`src/rtl/mips_pkg.sv`:
```
// Shared constants and FSM encoding for the instruction loader.
package mips_pkg;

   localparam int NB_DATA = 8;
   localparam int NB_32   = 32;
   localparam int NB_ADDR = 8;

   localparam logic [31:0] HALT_WORD = 32'hFFFF_FFFF;
   localparam logic [7:0]  ACK_BYTE  = 8'hA5;
   localparam logic [7:0]  NAK_BYTE  = 8'h5A;

   localparam logic [2:0] ST_IDLE    = 3'd0;
   localparam logic [2:0] ST_RECV    = 3'd1;
   localparam logic [2:0] ST_WRITE   = 3'd2;
   localparam logic [2:0] ST_SEND    = 3'd3;
   localparam logic [2:0] ST_WAIT_TX = 3'd4;

   typedef enum logic [2:0] {
      IDLE    = ST_IDLE,
      RECV    = ST_RECV,
      WRITE   = ST_WRITE,
      SEND    = ST_SEND,
      WAIT_TX = ST_WAIT_TX
   } state_t;

endpackage

```
`src/rtl/instr_loader_byte_packer.sv`:
```
// Packs UART bytes little-endian into a word. word_next is the word as it
// will look once the byte being offered now is stored, so the caller can
// capture a complete word in the same cycle the last byte arrives.
module byte_packer #(
   parameter int NB_DATA = 8,
   parameter int NB_32   = 32
) (
   input  logic               clk,
   input  logic               rst_n,
   input  logic               clr,
   input  logic               load,
   input  logic [NB_DATA-1:0] data,
   output logic [NB_32-1:0]   word_next,
   output logic               word_ready
);

   localparam int N_SLOTS = NB_32 / NB_DATA;
   localparam int NB_CNT  = $clog2(N_SLOTS);

   logic [NB_CNT-1:0] byte_cnt;
   logic [NB_32-1:0]  word;

   // Merge the incoming byte into its slot.
   always_comb begin
      word_next = word;
      for (int i = 0; i < N_SLOTS; i++) begin
         if (load && (byte_cnt == NB_CNT'(i))) begin
            word_next[i*NB_DATA +: NB_DATA] = data;
         end
      end
   end

   assign word_ready = load && (byte_cnt == NB_CNT'(N_SLOTS - 1));

   // Slot counter wraps naturally after the last slot.
   always_ff @(posedge clk) begin
      if (!rst_n) begin
         byte_cnt <= '0;
         word     <= '0;
      end else if (clr) begin
         byte_cnt <= '0;
      end else if (load) begin
         byte_cnt <= byte_cnt + 1'b1;
         word     <= word_next;
      end
   end

endmodule

```
`src/rtl/instr_loader.sv`:
```
// Loads a program from the UART into instruction memory, one word per four
// bytes, then reports ACK (HALT seen) or NAK (memory full) back to the host.
//
// state   | meaning
// --------+----------------------------------------------
// IDLE    | waiting for i_start, received bytes ignored
// RECV    | collecting bytes of the current word
// WRITE   | o_we cycle, decide halt / overflow / continue
// SEND    | status byte selected, tx strobe next cycle
// WAIT_TX | waiting for uart_tx to finish the status byte
module instr_loader #(
   parameter int          NB_DATA   = mips_pkg::NB_DATA,
   parameter int          NB_32     = mips_pkg::NB_32,
   parameter int          NB_ADDR   = mips_pkg::NB_ADDR,
   parameter logic [31:0] HALT_WORD = mips_pkg::HALT_WORD,
   parameter logic [7:0]  ACK_BYTE  = mips_pkg::ACK_BYTE,
   parameter logic [7:0]  NAK_BYTE  = mips_pkg::NAK_BYTE
) (
   input  logic               clk,
   input  logic               i_rst_n,
   input  logic               i_start,
   input  logic [NB_DATA-1:0] i_rx_data,
   input  logic               i_rx_done,
   input  logic               i_tx_done,
   output logic [NB_32-1:0]   o_instruction,
   output logic [NB_ADDR-1:0] o_instr_addr,
   output logic               o_we,
   output logic               o_tx_start,
   output logic [NB_DATA-1:0] o_tx_data,
   output logic               o_busy,
   output logic               o_done,
   output logic               o_error
);

   import mips_pkg::*;

   localparam logic [NB_ADDR-1:0] ADDR_LAST = '1;

   state_t               state, state_next;
   logic [NB_ADDR-1:0]   addr, addr_d;
   logic [NB_32-1:0]     instr_d, word_next;
   logic [NB_ADDR-1:0]   iaddr_d;
   logic [NB_DATA-1:0]   tx_data_d;
   logic                 err_d, done_d, tx_start_d, we_d, busy_d;
   logic                 start_ok, pk_load, word_ready, is_halt, is_last;

   assign start_ok = (state == IDLE) && i_start;
   assign is_halt  = (o_instruction == NB_32'(HALT_WORD));
   assign is_last  = (addr == ADDR_LAST);
   // A byte landing in WRITE belongs to the next word only if loading goes on.
   assign pk_load  = i_rx_done &&
                     ((state == RECV) || ((state == WRITE) && !is_halt && !is_last));

   byte_packer #(
      .NB_DATA (NB_DATA),
      .NB_32   (NB_32)
   ) u_packer (
      .clk        (clk),
      .rst_n      (i_rst_n),
      .clr        (start_ok),
      .load       (pk_load),
      .data       (i_rx_data),
      .word_next  (word_next),
      .word_ready (word_ready)
   );

   // Next state and next values of every registered output.
   always_comb begin
      state_next = state;
      addr_d     = addr;
      instr_d    = o_instruction;
      iaddr_d    = o_instr_addr;
      tx_data_d  = o_tx_data;
      err_d      = o_error;
      done_d     = 1'b0;
      tx_start_d = 1'b0;
      case (state)
         IDLE: begin
            if (i_start) begin
               state_next = RECV;
               addr_d     = '0;
               err_d      = 1'b0;
            end
         end
         RECV: begin
            if (word_ready) begin
               state_next = WRITE;
               instr_d    = word_next;
               iaddr_d    = addr;
            end
         end
         WRITE: begin
            if (is_halt) begin
               tx_data_d  = NB_DATA'(ACK_BYTE);
               state_next = SEND;
            end else if (is_last) begin
               err_d      = 1'b1;
               tx_data_d  = NB_DATA'(NAK_BYTE);
               state_next = SEND;
            end else begin
               addr_d     = addr + 1'b1;
               state_next = RECV;
            end
         end
         SEND: begin
            tx_start_d = 1'b1;
            state_next = WAIT_TX;
         end
         WAIT_TX: begin
            if (i_tx_done) begin
               state_next = IDLE;
               done_d     = (o_tx_data == NB_DATA'(ACK_BYTE));
            end
         end
         default: state_next = IDLE;
      endcase
      we_d   = (state_next == WRITE);
      busy_d = (state_next != IDLE);
   end

   // State and output registers.
   always_ff @(posedge clk) begin
      if (!i_rst_n) begin
         state         <= IDLE;
         addr          <= '0;
         o_instruction <= '0;
         o_instr_addr  <= '0;
         o_tx_data     <= '0;
         o_we          <= 1'b0;
         o_tx_start    <= 1'b0;
         o_busy        <= 1'b0;
         o_done        <= 1'b0;
         o_error       <= 1'b0;
      end else begin
         state         <= state_next;
         addr          <= addr_d;
         o_instruction <= instr_d;
         o_instr_addr  <= iaddr_d;
         o_tx_data     <= tx_data_d;
         o_we          <= we_d;
         o_tx_start    <= tx_start_d;
         o_busy        <= busy_d;
         o_done        <= done_d;
         o_error       <= err_d;
      end
   end

endmodule

```
`config.mk`:
```
export PLATFORM = sky130hd
export DESIGN_NAME = instr_loader
export DESIGN_NICKNAME = d
export VERILOG_FILES = /design/src/rtl/mips_pkg.sv /design/src/rtl/instr_loader_byte_packer.sv /design/src/rtl/instr_loader.sv
export SDC_FILE = /design/constraint.sdc
export NUM_CORES = 1
export LEC_CHECK = 0
export BUFFER_PORTS_ARGS = -buffer_cell sky130_fd_sc_hd__buf_2
export CORE_AREA = 2 2 97 99
export DETAILED_ROUTE_END_ITERATION = 8
export DIE_AREA = 0 0 99 101
export PLACE_DENSITY = 0.65
export SETUP_SLACK_MARGIN = 0.3
export SLEW_MARGIN = 20
export SYNTH_ARGS = -nofsm -noshare
export SYNTH_HDL_FRONTEND = slang
export SYNTH_HIERARCHICAL = 1
export SYNTH_SLANG_ARGS = --single-unit
```
`constraint.sdc`:
```
create_clock -name clk -period 5.1 [get_ports clk]
set_input_delay 1.02 -clock clk [delete_from_list [all_inputs] [get_ports clk]]
set_output_delay 1.02 -clock clk [all_outputs]
set_load 0.005 [all_outputs]
```
Word-level counts from Yosys, hierarchy flattened
Cells that the tools add are included.
W data, S select, Z words.
Word-level totals
  input port bits: 13
  flip-flop bits (word level): 98
Cells by class
  muxes and demuxes: 21
  add/sub/neg operators: 2
  equal/unequal tests: 15
  bitwise gates (word level): 2
  reduce and logical (&&, ||, !) cells: 23
Operators with widths (count)
  $mux W8: 9
  $eq A32 B32 Y1 const B: 1
  $eq A8 B8 Y1 const B: 2
  $pmux W8 S2: 1
  $pmux W3 S5: 1
  $eq A3 B2 Y1 const B: 3
  $mux W3: 3
  $add A8 B1 Y8 const B: 1
  $logic_and A1 B1 Y1: 8
  $ne A2 B2 Y1 const B: 4
  $reduce_and A4 Y1: 2
  $reduce_and A2 Y1: 3
  $eq A2 B2 Y1 const B: 2
  $mux W1: 4
  $mux W2: 2
  $reduce_bool A2 Y1: 2
  $eq A3 B1 Y1 const B: 1
  $eq A3 B3 Y1 const B: 1
  $logic_not A3 Y1: 1
  $reduce_and A3 Y1: 1
  $reduce_bool A3 Y1: 1
  $add A2 B1 Y2 const B: 1
  $eq A2 B1 Y1 const B: 1
  $logic_not A1 Y1: 2
  5 further kinds: 6

Longest topological paths before layout
  depth in word-level cells: 10
  gate-level depth with buffers: 13

By module
The synthesis kept the hierarchy.
By module, submodules not included
  instr_loader: area an instance 2421.1 um^2, cells an instance 298, instances 1
  byte_packer: area an instance 1722.9 um^2, cells an instance 167, instances 1

Least setup slack after synthesis
OpenSTA, ideal clock, no wires.
  path type: input to register
  start: input i_rx_done
  end: register o_instr_addr[3]
  required time: 5.030 ns
  arrival: 2.219 ns
  cell stages on the path: 9
  library setup time: 0.070 ns
  setup slack: 2.811 ns
  cell sequence: nor3b_1 buf_6 nand2_2 inv_1 and3_1 clkbuf_1 buf_2 nand2_1 a21oi_1
On the way
  word-level cells in the longest chain between the ends: 3
Ends and longest elaborated chain
  start, declared: RTL line instr_loader.sv:23  | input logic i_rx_done,
  $logic_and A1 B1 Y1: RTL line instr_loader.sv:51  | assign pk_load = i_rx_done &&
  $logic_and A1 B1 Y1: RTL line instr_loader_byte_packer.sv:33  | assign word_ready = load && (byte_cnt == NB_CNT'(N_SLOTS - 1));
  via word_ready: RTL line instr_loader.sv:45  | logic start_ok, pk_load, word_ready, is_halt, is_last;
  $reduce_and A2 Y1 (no source line)
  end signal, assigned: RTL line instr_loader.sv:138  | o_instr_addr <= iaddr_d;
  end, declared: RTL line instr_loader.sv:26  | output logic [NB_ADDR-1:0] o_instr_addr,
The timed path passes the listed nets, and every way through them passes these cells.
A chain may end at the register's enable or synchronous reset.

Worst setup path after layout
  start: register o_instruction[16]
  end: register o_instruction[18]
On the way
  word-level cells in the longest chain between the ends: 8
  elaborated cells on any way between the ends: 10
Ends and longest elaborated chain
  start, declared: RTL line instr_loader.sv:25  | output logic [NB_32-1:0] o_instruction,
  start signal, assigned: RTL line instr_loader.sv:137  | o_instruction <= instr_d;
  $eq A32 B32 Y1: RTL line instr_loader.sv:48  | assign is_halt = (o_instruction == NB_32'(HALT_WORD));
  $logic_not A1 Y1: RTL line instr_loader.sv:52  | ((state == RECV) || ((state == WRITE) && !is_halt && !is_last));
  $logic_and A1 B1 Y1 (2 in a row): RTL line instr_loader.sv:52
  $logic_or A1 B1 Y1: RTL line instr_loader.sv:52
  $logic_and A1 B1 Y1: RTL line instr_loader.sv:51
  via pk_load: RTL line instr_loader.sv:45
  $logic_and A1 B1 Y1: RTL line instr_loader_byte_packer.sv:33
  via word_ready: RTL line instr_loader.sv:45
  $reduce_and A2 Y1 (no source line)
The timed path passes the listed nets, and every way through them passes these cells.

==> flow_summary_export.csv <==
group,metric,value,unit
power_and_ir_drop,pwr_density_cell,288.6,nW/µm²
detailed_routing,via_count,3366,
sta,slew_headroom,0.4427,
floorplanning,rows,35,
detailed_routing,postRouteAntennaNets,0,
detailed_routing,vias_per_cell,5.377,
detailed_routing,drc,0,
detailed_routing,first_pass_iters,4,
critical_path,critPathKind,"flip-flop to flip-flop",
place,port_buffers,65,
cts,cts_buffers,9,
detailed_routing,drt_iter0_drc,154,
power_and_ir_drop,clkPwrFrac,0.411,
sta,worst_pin_slew,0.8360,ns
critical_path,path_cells,"nand4_1, nor4_2, nand2_1, a31oi_1, nor3b_1, buf_4, nand2_2, inv_1, nand3_1, buf_4, nand2_1, a21oi_1",
synthesis,avgSynthCellArea,8.912,µm²
synthesis,yosysWarnings,6,
cells_and_area,n_antenna_cell,0,
critical_path,cp-end-kind,"flip-flop",
critical_path,slowest_delay,0.57,ns
place,place_ws,2.133,ns
cts,clk_latency,0.36,ns
synthesis,yosysSeqAreaShare,0.4444,
sta,finalCriticalPeriod,2.951,ns
critical_path,worstSetupStartpointType,"flip-flop",
grt,top_usage_layer,"met2",
cts,clkTransAtPathRegs,0.09,ns
power_and_ir_drop,pwr-share-seq,0.542,
critical_path,cp_slowest_cell,"nor4_2",
detailed_routing,wire_per_inst,15.94,µm
sta,rsz0062_at_grt,"false",
cts,postCtsSetupRepairBufs,0,
sta,fin_setup_tns,0,ns
floorplanning,ioPinCount,66,
floorplanning,dieWidth,99,µm
cts,ctsHoldBuffers,0,
sta,skew,0.01745,ns
power_and_ir_drop,p_leak,2.006,nW
cells_and_area,final_common_cell,"nand2_1",
place,hpwl,6.971,mm
grt,grt_first_pass_wirelength,16.07,mm
synthesis,post_synth_num_cell_types,45,
cells_and_area,nets,529,
power_and_ir_drop,switchingPower,0.3071,mW
critical_path,crit_fanout,40,
cts,cts_tree,"built",
grt,use_met3,0.02843,
job,max-cap-violations,0,
sta,fmax,338.9,MHz
sta,maxSlewViolCount,0,
floorplanning,dieArea,9999,µm²
place,place_area,4424,µm²
cells_and_area,final_cell_mix,"nand2_1, dfxtp_1, buf_2",
grt,track_usage,0.2035,
synthesis,yosys_most_used_dff,"dfxtp_1",
grt,grt_pass1_vias,3168,
critical_path,crit_required,5.37,ns
cells_and_area,area_growth,12.17,%
grt,grtUsageMet2,0.3212,
synthesis,netlist_area,4144,µm²
synthesis,synth-seq-cells,92,
cts,cts_htree_levels,3,
status,outcome,"completed",
sta,final.setup.worst_slack,2.149,ns
power_and_ir_drop,ir_drop,0.1466,mV
power_and_ir_drop,combPwrFrac,0.047,
grt,grt_max_degree,47,
cells_and_area,drive_gt1_frac,0.2544,
synthesis,synth_edf_count,0,
grt,grt_remaining_overflow,0,
power_and_ir_drop,power.share.switching,0.2290,
floorplanning,die_height,101,µm
sta,hold_viol_final,0,
hold_path,hold_path.class,"flip-flop to flip-flop",
cts,root_buffer,"clkbuf_8",
power_and_ir_drop,internal-power,1.034,mW
sta,finalSetupViolations,0,
cts,clkSinkCount,92,
detailed_routing,wirelength,9.978,mm
cts,clockBufferDepth,2,
cells_and_area,design_area,4648,µm²
grt,grtUsageMet1,0.2815,
critical_path,cp.arrival,3.22,ns
synthesis,async_reset_ff_frac,0,
floorplanning,core,8977,µm²
sta,post-route-period-util,0.5785,
cells_and_area,utilization,0.5178,
synthesis,syn_inst,465,
grt,antenna_found_initial,0,
place,place_congestion,0.8782,
floorplanning,start_util,0.4616,
cts,cts_resized,0,
synthesis,syn_nets,483,
==> final timing paths <==
kind	from	to	slack (ns)	cells after the start
setup / recovery	o_instruction[16]	o_instruction[18]	2.15	12
hold / removal	o_instr_addr[6]	o_instr_addr[6]	0.45	2
setup reg to reg	o_instruction[16]	o_instruction[18]	2.15	12
hold reg to reg	o_instr_addr[6]	o_instr_addr[6]	0.45	2
==> routing by layer <==
metal | vias to the layer above | routed length (µm)
met2 | 87 | 4556
met4 | 0 | 210
li1 | 1671 | -
met3 | 15 | 441
met1 | 1593 | 4769
met5 | - | 0
==> power groups by stage <==
stage | Sequential (mW) | Combinational [mW] | Clock, mW
2_1_floorplan | 0.742 | 0.0459 | 0
3_3_place_gp | 0.744 | 0.0619 | 0
3_5_place_dp | 0.744 | 0.0628 | 0
4_1_cts | 0.727 | 0.0632 | 0.560
5_1_grt | 0.728 | 0.0696 | 0.588
6_report | 0.727 | 0.0630 | 0.551
==> sequential cells by signal (all words and copies together) (netlist names) <==
name	flops
o_tx_data	2
o_done	1
u_packer/byte_cnt	2
o_we	1
o_error	1
u_packer/word	32
o_instr_addr	8
o_instruction	32
o_tx_start	1
state	3
o_busy	1
addr	8
==> Yosys cell counts, types with 6 or more instances <==
| cell | number | area share |
|---|---|---|
| nand2_1 | 131 | 0.12 |
| clkbuf_1 | 12 | 0.011 |
| buf_2 | 6 | 0.0072 |
| nand3_1 | 7 | 0.0085 |
| dfxtp_1 | 92 | 0.44 |
| nand4_1 | 10 | 0.015 |
| mux2i_1 | 33 | 0.080 |
| a21oi_1 | 51 | 0.062 |
| buf_4 | 10 | 0.018 |
| nor2_1 | 11 | 0.010 |
| mux2_2 | 32 | 0.087 |
==> critical path, delay by kind of cell (launching register included) <==
kind | cells | cell delay, ns
AOI/OAI and AO/OA | 2 | 0.40
buffers and inverters | 3 | 0.72
DFF | 1 | 0.37
and+or+nand+nor | 7 | 1.39
==> final cells by class <==
cell class / instances / area, µm²
timing repair buffer: 68 / 347.8
inverter: 6 / 22.52
clock buffer: 10 / 137.6
tap: 111 / 138.9
sequential: 92 / 1842
clock inverter: 5 / 86.33
multi-input combinational: 334 / 2073
fill: 841 / 4329
==> metrics by stage <==
| step | total power [mW] | hold WS, ns | std cells |
|---|---|---|---|
| 3_3_place_gp | 0.8056 | 0.4417 | 611 |
| 3_5_place_dp | 0.8068 | 0.4470 | 611 |
| 6_report | 1.341 | 0.4541 | 626 |
| 4_1_cts | 1.350 | 0.4606 | 626 |
| 2_1_floorplan | 0.7875 | 0.4313 | 465 |
| 5_1_grt | 1.386 | 0.4781 | 626 |
==> cells by family (layout without fill, tap and decap cells) <==
group,after synthesis,after routing,synth area share
compound gates,66,66,0.08937
xor+xnor,1,1,0.002114
fa+ha+maj,5,5,0.01510
buf+inv,39,89,0.05525
flops,92,92,0.4444
mux,65,65,0.1667
simple gates,197,197,0.2271
No activity file was read; power rests on OpenSTA's default activity.
